--- config.mk ---
export PLATFORM = sky130hd
export DESIGN_NAME = flash_reader
export DESIGN_NICKNAME = d
export VERILOG_FILES = /design/src/rtl/flash_reader_pkg.sv /design/src/rtl/flash_sclk_gen.sv /design/src/rtl/flash_reader.sv
export SDC_FILE = /design/constraint.sdc
export NUM_CORES = 1
export LEC_CHECK = 0
export CELL_PAD_IN_SITES_DETAIL_PLACEMENT = 1
export CELL_PAD_IN_SITES_GLOBAL_PLACEMENT = 2
export CORE_UTILIZATION = 34
export CTS_CLUSTER_DIAMETER = 30
export DETAILED_ROUTE_END_ITERATION = 16
export HOLD_SLACK_MARGIN = 0.05
export PLACE_DENSITY = 0.91
export SLEW_MARGIN = 20
export SYNTH_ARGS = -nofsm -noshare
export SYNTH_HDL_FRONTEND = slang
export SYNTH_HIERARCHICAL = 1
export SYNTH_SLANG_ARGS = --single-unit
--- constraint.sdc ---
create_clock -name clk -period 3.1 [get_ports clk]
set_input_delay 0.465 -clock clk [delete_from_list [all_inputs] [get_ports clk]]
set_output_delay 0.465 -clock clk [all_outputs]
set_load 0.005 [all_outputs]
--- src/rtl/flash_reader_pkg.sv ---
// Shared types and constants for the serial-flash read controller.
package flash_reader_pkg;

  typedef enum logic [2:0] {
    StIdle,
    StCommand,
    StAddress,
    StDummy,
    StData,
    StDeselect
  } state_e;

  localparam logic [7:0]  ReadCmd     = 8'h03;
  localparam logic [7:0]  FastReadCmd = 8'h0B;
  localparam int unsigned CmdBits     = 8;
  localparam int unsigned AddrBits    = 24;
  localparam int unsigned DummyClocks = 8;

endpackage

--- src/rtl/flash_sclk_gen.sv ---
// SPI clock divider: flash_clk half-period of ClkDivider cycles, with rise/fall
// strobes asserted in the cycle before the corresponding edge. Stall freezes the low phase.
module flash_sclk_gen #(
  parameter int unsigned ClkDivider = 1
) (
  input  logic clk,
  input  logic rst_n,
  input  logic en,
  input  logic stall,
  output logic sclk,
  output logic rise,
  output logic fall
);

  localparam int unsigned CntW = (ClkDivider > 1) ? $clog2(ClkDivider) : 1;
  localparam logic [CntW-1:0] CntLast = CntW'(ClkDivider - 1);

  logic [CntW-1:0] cnt;
  logic            hold;
  logic            tick;

  always_comb begin
    hold = stall && !sclk;
    tick = en && !hold && (cnt == CntLast);
    rise = tick && !sclk;
    fall = tick && sclk;
  end

  always_ff @(posedge clk or negedge rst_n) begin
    if (!rst_n) begin
      cnt  <= '0;
      sclk <= 1'b0;
    end else if (!en) begin
      cnt  <= '0;
      sclk <= 1'b0;
    end else if (!hold) begin
      if (cnt == CntLast) begin
        cnt  <= '0;
        sclk <= !sclk;
      end else begin
        cnt <= cnt + CntW'(1);
      end
    end
  end

endmodule

--- src/rtl/flash_reader.sv ---
// SPI mode-0 burst reader for the serial boot flash with a single-byte output register.
// Define FLASH_READER_FAST_READ_EN to use opcode 0x0B with 8 dummy clocks.
module flash_reader
  import flash_reader_pkg::*;
#(
  parameter int unsigned ClkDivider   = 1,
  parameter int unsigned CsHighCycles = 4,
  parameter int unsigned LenBitwidth  = 16
) (
  input  logic                   clk,
  input  logic                   rst_n,
  input  logic                   req_valid,
  output logic                   req_ready,
  input  logic [23:0]            req_addr,
  input  logic [LenBitwidth-1:0] req_len,
  output logic                   data_valid,
  input  logic                   data_ready,
  output logic [7:0]             data,
  output logic                   busy,
  output logic                   flash_clk,
  output logic                   flash_mosi,
  output logic                   flash_cs_n,
  input  logic                   flash_miso
);

`ifdef FLASH_READER_FAST_READ_EN
  localparam logic [7:0] Opcode = FastReadCmd;
`else
  localparam logic [7:0] Opcode = ReadCmd;
`endif
  localparam int unsigned CsW = $clog2(CsHighCycles + 1);

  state_e                 state, state_next;
  logic [4:0]             bit_cnt;
  logic [31:0]            tx_sr;
  logic [7:0]             rx_sr;
  logic [LenBitwidth-1:0] remaining;
  logic                   pending;
  logic [CsW-1:0]         cs_cnt;
  logic                   sclk_en, rise, fall;
  logic                   out_free, load, stall;

  flash_sclk_gen #(
    .ClkDivider(ClkDivider)
  ) u_sclk (
    .clk  (clk),
    .rst_n(rst_n),
    .en   (sclk_en),
    .stall(stall),
    .sclk (flash_clk),
    .rise (rise),
    .fall (fall)
  );

  // A completed byte waits in rx_sr; it moves out on the falling edge, or later
  // once the output register frees, and the next rising edge is held off until then.
  assign out_free   = !data_valid || data_ready;
  assign load       = pending && out_free && (fall || !flash_clk);
  assign stall      = pending && !out_free;
  assign flash_mosi = tx_sr[31];
  assign busy       = !req_ready;

  always_comb begin
    state_next = state;
    req_ready  = 1'b0;
    sclk_en    = 1'b0;
    case (state)
      StIdle: begin
        req_ready = 1'b1;
        if (req_valid && req_len != '0) state_next = StCommand;
      end
      StCommand: begin
        sclk_en = 1'b1;
        if (rise && bit_cnt == 5'(CmdBits - 1)) state_next = StAddress;
      end
      StAddress: begin
        sclk_en = 1'b1;
`ifdef FLASH_READER_FAST_READ_EN
        if (rise && bit_cnt == 5'(AddrBits - 1)) state_next = StDummy;
`else
        if (rise && bit_cnt == 5'(AddrBits - 1)) state_next = StData;
`endif
      end
`ifdef FLASH_READER_FAST_READ_EN
      StDummy: begin
        sclk_en = 1'b1;
        if (rise && bit_cnt == 5'(DummyClocks - 1)) state_next = StData;
      end
`endif
      StData: begin
        sclk_en = 1'b1;
        if (fall && remaining == '0) state_next = StDeselect;
      end
      StDeselect: begin
        if (cs_cnt >= CsW'(CsHighCycles - 1) && !pending && !data_valid)
          state_next = StIdle;
      end
      default: state_next = StIdle;
    endcase
  end

  always_ff @(posedge clk or negedge rst_n) begin
    if (!rst_n) begin
      state      <= StIdle;
      bit_cnt    <= '0;
      tx_sr      <= '0;
      rx_sr      <= '0;
      remaining  <= '0;
      pending    <= 1'b0;
      data_valid <= 1'b0;
      data       <= '0;
      flash_cs_n <= 1'b1;
      cs_cnt     <= '0;
    end else begin
      state <= state_next;

      if (state == StIdle) begin
        bit_cnt <= '0;
        if (req_valid && req_len != '0) begin
          tx_sr      <= {Opcode, req_addr};
          remaining  <= req_len;
          flash_cs_n <= 1'b0;
        end
      end

      if (fall) tx_sr <= {tx_sr[30:0], 1'b0};

      if (rise) begin
        if (state_next != state || (state == StData && bit_cnt == 5'd7)) bit_cnt <= '0;
        else                                                              bit_cnt <= bit_cnt + 5'd1;
        if (state == StData) begin
          rx_sr <= {rx_sr[6:0], flash_miso};
          if (bit_cnt == 5'd7) begin
            pending   <= 1'b1;
            remaining <= remaining - LenBitwidth'(1);
          end
        end
      end

      if (load) begin
        pending    <= 1'b0;
        data       <= rx_sr;
        data_valid <= 1'b1;
      end else if (data_ready) begin
        data_valid <= 1'b0;
      end

      if (state == StDeselect) begin
        flash_cs_n <= 1'b1;
        if (cs_cnt != '1) cs_cnt <= cs_cnt + CsW'(1);
      end else begin
        cs_cnt <= '0;
      end
    end
  end

endmodule

After elaboration in Yosys (flattened, before gate mapping) --
Cells that the tools add are included. Widths: inputs -> output; s select.
Storage, ports and cells: register bits 80, input bits 45, logic and storage cells 107
Operators by class: muxes and demuxes 36, order comparisons 1, reductions and logical operators 42, $add $sub $neg 4, equal/unequal tests 11, bitwise operators 1
Operators by type and width (number):
- $mux 32 | 3
- $mux 16 | 5
- $mux 3 | 7
- $reduce_bool 2->1 | 9
- $mux 1 | 17
- $logic_not 16->1 | 1
- $reduce_bool 16->1 | 1
- $sub 16x1->16 const B | 1
- $logic_and 1x1->1 | 15
- $mux 5 | 3
- $pmux 3 s5 | 1
- $reduce_and 2->1 | 4
- $eq 3x3->1 const B | 2
- $logic_not 1->1 | 6
- $add 5x1->5 const B | 1
- $eq 5x3->1 const B | 1
- $eq 5x5->1 const B | 1
- $ne 2x2->1 const B | 2
- $add 3x1->3 const B | 1
- $eq 3x1->1 const B | 1
- $eq 3x2->1 const B | 1
- $ge 3x2->1 const B | 1
- $logic_not 3->1 | 1
- $logic_or 1x1->1 | 3
- 7 further kinds | 7

Depth between registers and ports, before layout --
Gate-level depths: netlist of the first run.
depth after elaboration 16, depth in mapped cells 13, depth with buffers taken out 9

Hierarchy --
The synthesis of the first run kept the hierarchy.
Modules (own cells, without submodules):
- flash_reader | cells each 387, seq. area each 1953.1 sq um, instances 1, area each 3856.2 sq um
- flash_sclk_gen | cells each 4, seq. area each 25.0 sq um, instances 1, area each 47.5 sq um

Least setup slack after synthesis of the first run --
No wires, ideal clock.
path kind register to register, start point register state[2], end point register remaining[6], cell stages (with the launch flop) 14, path slack 339 ps, data arrival time 2634 ps, library setup time 126 ps, data required time 2974 ps, cells stage by stage dfrtp_1 clkbuf_1 nor2b_1 o31a_1 nor3b_1 clkbuf_1 nor4bb_1 buf_2 and2_1 buf_2 buf_2 nand2_1 a21oi_1 nor2_1
Between the ends: word-level cells in the longest chain between the ends 7, elaborated cells between the ends (all ways) 13, those cells by class eq/ne: 3; mux: 5; reduce/logical: 5
RTL lines:
- from (decl) | RTL line flash_reader.sv:33 | state_e state, state_next;
- from (signal assigned) | RTL line flash_reader.sv:104 | state <= StIdle;
- from (signal assigned) | RTL line flash_reader.sv:115 | state <= state_next;
- $eq 3x3->1 (tied with other cells) | RTL line flash_reader.sv:67 | case (state)
- $reduce_or 3->1 (no source line) (*)
- $mux 1 (*) | RTL line flash_reader.sv:67
- net sclk_en | RTL line flash_reader.sv:40 | logic sclk_en, rise, fall;
- $logic_and 1x1->1 (*) (2 in a row) | RTL line flash_sclk_gen.sv:24 | tick = en && !hold && (cnt == CntLast);
- $logic_and 1x1->1 (*) | RTL line flash_sclk_gen.sv:25 | rise = tick && !sclk;
- net rise | RTL line flash_reader.sv:40
- $mux 16 (*) | RTL line flash_reader.sv:128 | if (rise) begin
- to (signal assigned) | RTL line flash_reader.sv:121 | remaining <= req_len;
- to (signal assigned) | RTL line flash_reader.sv:135 | remaining <= remaining - LenBitwidth'(1);
- to (decl) | RTL line flash_reader.sv:37 | logic [LenBitwidth-1:0] remaining;
The timed path passes the listed nets; every way through them passes the cells marked *. A chain may end at the register's enable or synchronous reset.

Final worst setup path of the first run --
start point register state[2], end point register remaining[9]
The elaborated chain is that of the path after synthesis.

==> impl_metrics.json, run 1 <==
{
  "grt.total_usage_pct": 18.2,
  "async_reset_ff_share_pct": 100,
  "cts_tree": "built",
  "cp_num_buf_inv": 0,
  "crit_required_ns": 3.33,
  "min_period_ns": 2.82,
  "worstPathMaxFanout": 13,
  "worstPathCellList": "nor2b_1, o31a_1, nor3b_1, nor4bb_2, nand2_1, nand2_1, a21oi_1, a311oi_1",
  "fin_util_pct": 44.6,
  "endpoint_kind": "register",
  "numPortBuffers": 58,
  "ys.flop_type": "dfrtp_1",
  "nets": 500,
  "crit_slowest_cell": "dfrtp_1",
  "synth_cells": 391,
  "syn_to_final_growth_pct": 26.0,
  "cts.sinks": 79,
  "postCtsSetupBuffers": 0,
  "die_w_um": 109,
  "drc_errors": 0,
  "skew_ns": 0.00469,
  "globalplace.congestion": 0.778,
  "critPathTopFamily": "simple AND/OR/NAND/NOR gates",
  "fillCellCount": 1269,
  "numCtsBuffers": 9,
  "overflow": 0,
  "ant_nets": 0,
  "n_antenna_cell": 0,
  "hp-class": "primary input to asynchronous set/reset pin",
  "dp.cells": 578,
  "die_h_um": 109,
  "r2r.worst_path.cells": 8,
  "path_clk_slew_ns": 0.06,
  "insertion_delay_ns": 0.33,
  "initial_core_util_pct": 35.4,
  "cap_violations": 0,
  "firstDrtPassIters": 5,
  "vias": 3153,
  "ir_worst_vdd_mv": 0.281,
  "drv_slew": 0,
  "status": "finished, final reports clean",
  "synth_area_mm2": 0.00390,
  "cts_buffer_depth": 2,
  "grt_pass1_wl_um": 16600,
  "grt_start_max_net_pins": 80,
  "power_density_mw_per_mm2": 414,
  "fin_cells": 592,
  "grt_antenna_before_repair": 0,
  "setup_tns_ns": 0,
  "fin_crit_sh_pct": 91.0,
  "synth_fp_nets": 442,
  "rsz0062_at_grt": "no",
  "path_common_cell": "nand2_1",
  "vias_per_cell": 5.33,
  "worst_slew_pin_slew_ns": 0.736,
  "cts_resized": 0,
  "yosysUniqueCellTypes": 50,
  "syn_avg_cell_area_um2": 9.98,
  "cts_root_buffer": "clkbuf_16",
  "grt_pass1_vias": 3331,
  "io_pins": 59,
  "drive_gt1_share_pct": 12.6,
  "critPathMaxStageDelay_ns": 0.58,
  "start_kind": "register",
  "rows": 38,
  "p_leak_uw": 0.00232,
  "fmax_ghz": 0.354,
  "crit_type": "register to register",
  "setup_viol": 0,
  "first_iter_violations": 105,
  "synth-seq-cells": 79,
  "finalHoldViolations": 0,
  "slew_headroom_pct": 50.9,
  "ys_seq_area_share_pct": 50.7,
  "holdBufCountCts": 0,
  "rr_startpoint": "state[2]",
  "synth-warning-count": 6,
  "dieArea_mm2": 0.0119,
  "avgRoutedWirePerCell_um": 16.1,
  "core-area_mm2": 0.0110,
  "wl_um": 9540,
  "arrival_ns": 3.05,
  "regToRegEndpoint": "remaining[9]",
  "synth_edf_count": 0,
  "r2r_slack_ns": 0.28,
  "dpl.hpwl_um": 6560,
  "htreeDepth": 3
}
## per-layer routing
layer | track usage [%] | share of wire, %
met1 | 23.7 | 45
met2 | 29.2 | 49
met3 | 5.32 | 4.6
met4 | 5.31 | 1.2
met5 | 0 | 0
## flip-flops by register name (all words and copies together) (netlist names)
name / flops
bit_cnt: 5
pending: 1
flash_cs_n: 1
u_sclk/sclk: 1
state: 3
cs_cnt: 3
rx_sr: 8
tx_sr: 32
remaining: 16
data: 8
data_valid: 1
## how the worst max path moves through the flow
stage | from | to | slack [ns] | cells after the start
floorplan | state[2] | remaining[6] | 0.34 | 13
global placement | data_ready | remaining[9] | 0.45 | 9
detailed placement | data_ready | remaining[9] | 0.18 | 9
CTS | state[2] | remaining[9] | 0.26 | 8
global route | state[2] | remaining[15] | 0.02 | 8
finish | state[2] | remaining[9] | 0.28 | 8
## through the flow
step / power, uW / instance area, um^2 / hold WS, ns / setup WS [ns]
floorplan: 1050 / 3900 / 0.169 / 0.339
global placement: 1140 / 4670 / 0.453 / 0.448
detailed placement: 1140 / 4670 / 0.456 / 0.180
CTS: 2070 / 4910 / 0.350 / 0.263
global route: 2130 / 4920 / 0.229 / 0.0165
finish: 2030 / 4920 / 0.145 / 0.278
## power by group
group	internal, uW	switching (uW)	leakage (uW)
clock network	531	387	0.000122
logic	50.7	33.5	0.00117
registers	1030	0.0000000000000486	0.00103
## kinds of logic (layout without fill, tap and decap cells)
kind of cell / after synthesis / in the layout / share of synthesized area (%)
muxes: 43 / 43 / 11.6
adders and majority gates: 6 / 6 / 1.92
xor gates and xnor gates: 1 / 1 / 0.224
buffers and inverters: 33 / 94 / 3.40
DFF: 79 / 79 / 50.7
AOI/OAI and AO/OA: 89 / 89 / 14.3
and+or+nand+nor: 140 / 140 / 17.9
## layout make-up
type	instances	area, um^2	share of cell area [%]
sequential	79	1980	40.2
inverter	12	45.0	0.916
timing repair buffer	68	669	13.6
clock buffer	12	236	4.81
tap	140	175	3.56
clock inverter	2	10.0	0.204
multi-input combinational	279	1800	36.7
## layout by cell type, fill, tap and decap left out, types with 3 or more instances in the layout
cell / Yosys / layout
dfrtp_1: 78 / 78
o21ai_0: 40 / 40
nor4_1: 6 / 6
ha_1: 6 / 6
nor2_1: 32 / 32
nand3_1: 12 / 11
nand4_1: 3 / 3
mux2i_1: 25 / 25
or2_2: 3 / 3
buf_4: 0 / 9
nand2b_1: 6 / 6
nand2_1: 52 / 52
clkdlybuf4s50_1: 0 / 57
clkbuf_1: 14 / 3
clkbuf_16: 0 / 9
nor3_1: 5 / 5
a211o_1: 4 / 4
a311oi_1: 6 / 6
a21oi_1: 21 / 21
nor2b_1: 5 / 5
mux2_2: 18 / 18
nor3b_1: 3 / 3
inv_1: 12 / 12
## synthesized netlist by cell type (2+ instances only)
| master | number | area share (%) |
|---|---|---|
| a211o_1 | 4 | 0.90 |
| a21oi_1 | 21 | 2.7 |
| a311oi_1 | 6 | 1.3 |
| buf_2 | 7 | 0.90 |
| clkbuf_1 | 14 | 1.3 |
| dfrtp_1 | 78 | 50 |
| ha_1 | 6 | 1.9 |
| inv_1 | 12 | 1.2 |
| mux2_2 | 18 | 5.2 |
| mux2i_1 | 25 | 6.4 |
| nand2_1 | 52 | 5.0 |
| nand2b_1 | 6 | 0.96 |
| nand3_1 | 12 | 1.5 |
| nand3b_1 | 2 | 0.38 |
| nand4_1 | 3 | 0.48 |
| nor2_1 | 32 | 3.1 |
| nor2b_1 | 5 | 0.80 |
| nor3_1 | 5 | 0.64 |
| nor3b_1 | 3 | 0.58 |
| nor4_1 | 6 | 0.96 |
| o21ai_0 | 40 | 5.1 |
| o221a_2 | 2 | 0.58 |
| o22ai_1 | 2 | 0.32 |
| or2_2 | 3 | 0.48 |
| or4_4 | 2 | 0.58 |
Note: power is estimated with default switching activity, not from simulation.
==> run 2: changes to the inputs <==
--- a/config.mk
+++ b/config.mk
@@ -5,6 +5,7 @@
 export SDC_FILE = /design/constraint.sdc
 export NUM_CORES = 1
 export LEC_CHECK = 0
+export CAP_MARGIN = 0
 export CELL_PAD_IN_SITES_DETAIL_PLACEMENT = 1
 export CELL_PAD_IN_SITES_GLOBAL_PLACEMENT = 2
 export CORE_UTILIZATION = 34
==> results of run 2 <==
Final layout, timing and power as in run 1 (identical DEF).
